===== src/rtl/stage1_pkg.sv =====
// Shared stage-1 types and width constants.
// Used by the write-back arbiter and its integration interface.
package stage1_pkg;

    localparam int P_NUM_REQ   = 4;
    localparam int P_DES       = 4;
    localparam int P_DATA_W    = 16;
    localparam int P_BRANCH_ID = 3;
    localparam int P_REG_NUM   = 1 << P_DES;

    typedef struct packed {
        logic                   valid;
        logic [P_DES-1:0]       des;
        logic [P_DATA_W-1:0]    data;
        logic [P_BRANCH_ID-1:0] branch_id;
    } wb_req_t;

    typedef enum logic [1:0] {
        REQ_ALU,
        REQ_MUL,
        REQ_LD,
        REQ_BR
    } req_idx_e;

endpackage


===== src/rtl/rr_arbiter.sv =====
// Combinational round-robin arbiter.
// Picks the first request at or above ptr, wrapping to index 0.
module rr_arbiter #(
    parameter int N  = 4,
    parameter int PW = (N > 1) ? $clog2(N) : 1
) (
    input  logic [N-1:0]  req,
    input  logic [PW-1:0] ptr,
    output logic [N-1:0]  gnt,
    output logic [PW-1:0] idx
);

    logic found;

    // Upper half (>= ptr) searched first, then the wrapped lower half.
    always_comb begin
        gnt   = '0;
        idx   = '0;
        found = 1'b0;
        for (int i = 0; i < N; i++) begin
            if (!found && req[i] && (i >= int'(ptr))) begin
                gnt[i] = 1'b1;
                idx    = PW'(i);
                found  = 1'b1;
            end
        end
        for (int i = 0; i < N; i++) begin
            if (!found && req[i] && (i < int'(ptr))) begin
                gnt[i] = 1'b1;
                idx    = PW'(i);
                found  = 1'b1;
            end
        end
    end

endmodule


===== src/rtl/wb_arbiter.sv =====
// Register-file write-back arbiter with busy scoreboard.
// Squashed results are granted and dropped; one real write per cycle.
module wb_arbiter
    import stage1_pkg::*;
#(
    parameter int NUM_REQ   = P_NUM_REQ,
    parameter int des       = P_DES,
    parameter int DATA_W    = P_DATA_W,
    parameter int branch_id = P_BRANCH_ID,
    parameter int reg_num   = P_REG_NUM
) (
    input  logic                         clk,
    input  logic                         rst,
    input  logic [NUM_REQ-1:0]           req_valid,
    input  logic [NUM_REQ*des-1:0]       req_des,
    input  logic [NUM_REQ*DATA_W-1:0]    req_data,
    input  logic [NUM_REQ*branch_id-1:0] req_branch_id,
    output logic [NUM_REQ-1:0]           req_grant,
    input  logic                         issue_valid,
    input  logic [des-1:0]               issue_des,
    input  logic                         flush,
    input  logic [branch_id-1:0]         flush_branch_id,
    output logic                         wr_en,
    output logic [des-1:0]               wr_addr,
    output logic [DATA_W-1:0]            wr_data,
    output logic [reg_num-1:0]           busy
);

    localparam int PW = (NUM_REQ > 1) ? $clog2(NUM_REQ) : 1;

    logic [des-1:0]       r_des  [NUM_REQ];
    logic [DATA_W-1:0]    r_data [NUM_REQ];
    logic [branch_id-1:0] r_tag  [NUM_REQ];

    logic [NUM_REQ-1:0] squash;
    logic [NUM_REQ-1:0] normal;
    logic [NUM_REQ-1:0] arb_gnt;
    logic [PW-1:0]      winner;
    logic               have_win;

    logic [PW-1:0]      ptr_q, ptr_d;
    logic               wr_en_q, wr_en_d;
    logic [des-1:0]     wr_addr_q, wr_addr_d;
    logic [DATA_W-1:0]  wr_data_q, wr_data_d;
    logic [reg_num-1:0] busy_q, busy_d;

    // Split the flat requester buses into per-requester fields.
    always_comb begin
        for (int i = 0; i < NUM_REQ; i++) begin
            r_des[i]  = req_des[i*des +: des];
            r_data[i] = req_data[i*DATA_W +: DATA_W];
            r_tag[i]  = req_branch_id[i*branch_id +: branch_id];
        end
    end

    // Squash matches bypass arbitration; everything is masked in reset.
    always_comb begin
        squash = '0;
        for (int i = 0; i < NUM_REQ; i++) begin
            squash[i] = flush && req_valid[i] &&
                        (r_tag[i] == flush_branch_id);
        end
        normal = req_valid & ~squash;
        if (rst) begin
            squash = '0;
            normal = '0;
        end
    end

    rr_arbiter #(
        .N  (NUM_REQ),
        .PW (PW)
    ) u_rr (
        .req (normal),
        .ptr (ptr_q),
        .gnt (arb_gnt),
        .idx (winner)
    );

    assign have_win  = |arb_gnt;
    assign req_grant = squash | arb_gnt;

    // Next-state: write port, rotation pointer and scoreboard.
    always_comb begin
        ptr_d     = ptr_q;
        wr_en_d   = 1'b0;
        wr_addr_d = wr_addr_q;
        wr_data_d = wr_data_q;
        busy_d    = busy_q;
        if (have_win) begin
            ptr_d     = (winner == PW'(NUM_REQ - 1)) ? '0 : winner + 1'b1;
            wr_en_d   = 1'b1;
            wr_addr_d = r_des[winner];
            wr_data_d = r_data[winner];
        end
        for (int i = 0; i < NUM_REQ; i++) begin
            if (req_grant[i]) begin
                busy_d[r_des[i]] = 1'b0;
            end
        end
        // A new producer outranks a completing older one.
        if (issue_valid) begin
            busy_d[issue_des] = 1'b1;
        end
    end

    // State registers with synchronous reset.
    always_ff @(posedge clk) begin
        if (rst) begin
            ptr_q     <= '0;
            wr_en_q   <= 1'b0;
            wr_addr_q <= '0;
            wr_data_q <= '0;
            busy_q    <= '0;
        end else begin
            ptr_q     <= ptr_d;
            wr_en_q   <= wr_en_d;
            wr_addr_q <= wr_addr_d;
            wr_data_q <= wr_data_d;
            busy_q    <= busy_d;
        end
    end

    assign wr_en   = wr_en_q;
    assign wr_addr = wr_addr_q;
    assign wr_data = wr_data_q;
    assign busy    = busy_q;

endmodule


===== config.mk =====
export PLATFORM = sky130hd
export DESIGN_NAME = wb_arbiter
export DESIGN_NICKNAME = d
export VERILOG_FILES = /design/src/rtl/stage1_pkg.sv /design/src/rtl/rr_arbiter.sv /design/src/rtl/wb_arbiter.sv
export SDC_FILE = /design/constraint.sdc
export NUM_CORES = 1
export LEC_CHECK = 0
export ABC_CLOCK_PERIOD_IN_PS = 2300
export BUFFER_PORTS_ARGS = -buffer_cell sky130_fd_sc_hd__buf_2
export CORE_MARGIN = 5
export CORE_UTILIZATION = 42
export DETAILED_ROUTE_END_ITERATION = 12
export PLACE_DENSITY_LB_ADDON = 0.1
export SETUP_SLACK_MARGIN = 0.1
export SYNTH_ARGS = -nofsm -noshare
export SYNTH_HDL_FRONTEND = slang
export SYNTH_HIERARCHICAL = 1
export SYNTH_SLANG_ARGS = --single-unit

===== constraint.sdc =====
create_clock -name clk -period 2.3 [get_ports clk]
set_clock_uncertainty 0.05 [all_clocks]
set_input_delay 0 -clock clk [delete_from_list [all_inputs] [get_ports clk]]
set_output_delay 0 -clock clk [all_outputs]
set_load 0.1 [all_outputs]

==> out/metrics.yaml <==
synth_cell_types: 50
instances_no_fill: 642
setup.worst_path.class: "flip-flop to flip-flop"
fin_util_pct: 69.4
drt_iter0_drc: 172
cts-buffers-inserted: 5
worstMarginPinSlew_ps: 534
cp-end-kind: "flip-flop"
timing.fmax_ghz: 0.476
area_delta_synth_final_pct: 58.7
syn-cell-area_um2: 3000
setup_viol: 0
yosys.area.top_type: "dfxtp_1"
routed_wl_um: 10500
core-area_um2: 6870
ant_nets: 0
cts.sinks: 39
die_height_um: 94.6
std_cell_rows: 30
cellPowerDensity_nw_per_um2: 586
routabilityCongestion: 0.898
antenna_found_initial: 0
cap_violations: 0
grt_pass1_wl_um: 16500
dp_hpwl_um: 8280
cp.arrival_ps: 2230
r2r_end: "wr_data[5]"
grt_usage_pct: 23.0
viasPerCell: 5.46
initial_core_util_pct: 43.7
die_w_um: 94.6
root_buffer: "clkbuf_8"
ys_warn_count: 6
rsz0062_at_grt: "yes"
ios: 148
fillCellCount: 547
finalSetupTns_ps: 0
clock_latency_ps: 290
drc: 0
synth_edf_count: 0
min_path_type: "primary input to flip-flop"
timing.rr.start: "ptr_q[1]"
final_cell_mix: "buf_2 (140), nand2_1 (73), buf_4 (44), a21oi_1 (37), dfxtp_1 (37)"
peakVddDrop_v: 0.000354
relSlewSlack_pct: 64.3
critPathLaunchType: "flip-flop"
die_area_um2: 8940
synthTopCellsByArea: "dfxtp_1 (26%), mux4_2 (15%), nand2_1 (9.2%)"
status: "finished, final reports clean"
crit_start: "ptr_q[1]"
finalCritPeriodShare_pct: 91.3
async_reset_ff_share_pct: 0
cts.htree.levels: 2
final_common_cell: "buf_2"
required_ps: 2430
drive_gt1_share_pct: 49.8
vias: 3506
path_clk_slew_ps: 80
n_antenna_cell: 0
clockBufferDepth: 2
final_max_slew_viol_count: 0
period_minus_slack_ps: 2100
synth_seq_cells: 39
synth_top_area_share_pct: 26.0
hold_viol_final: 0
portBuffers: 147
synth-seq-area-share_pct: 26.0
avgRoutedWirePerCell_um: 16.3
syn_nets: 466
dr.pass1.iters: 5
grt.overflow.total: 0
synth_flop_cell: "dfxtp_1"
crit_fanout: 9
synthCells: 358
grt_max_degree: 24
dp_cells: 622
reg2reg_slack_ps: 200
p_leak_nw: 2.05
setup.worst_path.end: "wr_data[5]"
syn-mean-instance-area_um2: 8.39
fin_nets: 653
tritoncts: "built"
rr_worst_depth: 8
grt_pass1_vias: 3506
==> cell type report <==
cell class	instances	area, um2	area share, %
multi-input cells	290	2400	50.4
repair buffers	201	1320	27.6
flip-flops and latches	39	786	16.5
well taps	96	120	2.52
clock buffers	5	68.8	1.44
clock inverters	3	43.8	0.919
inverters	8	30.0	0.630
==> cell families (layout without fill, tap and decap cells) <==
family,Yosys count,count (layout),synth area share (%)
muxes,21,21,15.3
and+or+nand+nor,175,175,29.9
buffers and inverters,29,217,4.54
xor gates and xnor gates,12,12,3.50
adders and majority gates,1,1,0.417
AOI/OAI and AO/OA,81,81,20.3
DFF,39,39,26.0
==> per-layer routing <==
layer / wire length [um] / global-route usage, % / vias to the layer above
li1: - / - / 1678
met1: 4210 / 28.9 / 1671
met2: 5320 / 39.7 / 136
met3: 710 / 4.94 / 21
met4: 226 / 6.49 / 0
met5: 0 / 0 / -
==> critical path, cell delays in order, from the launching register on <==
cell and delay (ps):
dfxtp_4 380, nor2b_1 140, o21bai_1 180, a221oi_4 270, buf_6 160, clkbuf_16 160, mux4_2 500, nand2_1 80
a21oi_1 60
==> cells in the mapped netlist (all sizes together) (4+ instances only) <==
library cell / n
nand2: 74
dfxtp: 39
a21oi: 37
nor2: 22
mux4: 20
clkbuf: 15
nand3b: 12
xor2: 12
inv: 8
nand2b: 8
nand3: 8
nor3b: 8
o21ai: 8
nor2b: 7
o22ai: 7
buf: 6
nand4: 6
or3: 6
and3b: 5
nor4: 5
a22oi: 4
and2: 4
nor3: 4
o41ai: 4
==> timing repair <==
item / CTS / global route
buffers inserted: 2 / 6
hold buffers: 3 / 0
cloned: 0 / 1
resized for setup: 5 / 23
endpoints found under the hold margin: 3 / 0
pin swaps: 3 / 9
endpoints found under the setup margin: 32 / 36
==> stage by stage <==
step	cell area (um2)	hold slack [ps]	total power, mW	setup WS [ps]
floorplan	3250	75.7	1.72	-108
global placement	4430	293	2.14	-298
detailed placement	4430	299	2.15	-313
CTS	4610	2.64	2.75	116
global route	4770	22.6	2.93	78.0
finish	4770	9.90	2.79	199
==> report_power, final <==
part	internal, mW	switching (mW)
clock network	0.323	0.269
logic	0.520	0.906
registers	0.739	0.0351
total	1.58	1.21
==> sequential cells by signal, summed over array words and instances, names as in the netlist <==
| name | flops |
|---|---|
| wr_data | 16 |
| busy | 16 |
| wr_addr | 4 |
| wr_en | 1 |
| ptr_q | 2 |
==> worst min-delay path by stage <==
stage / cells after the start / startpoint / endpoint / slack, ps
2_1_floorplan: 1 / issue_des[0] / busy[15] / 80
3_3_place_gp: 3 / issue_des[1] / busy[3] / 290
3_5_place_dp: 2 / issue_des[0] / busy[15] / 300
4_1_cts: 3 / req_des[13] / busy[15] / 3
5_1_grt: 3 / req_des[13] / busy[15] / 20
6_report: 3 / req_des[13] / busy[15] / 10
(Power assumes the default switching activity.)
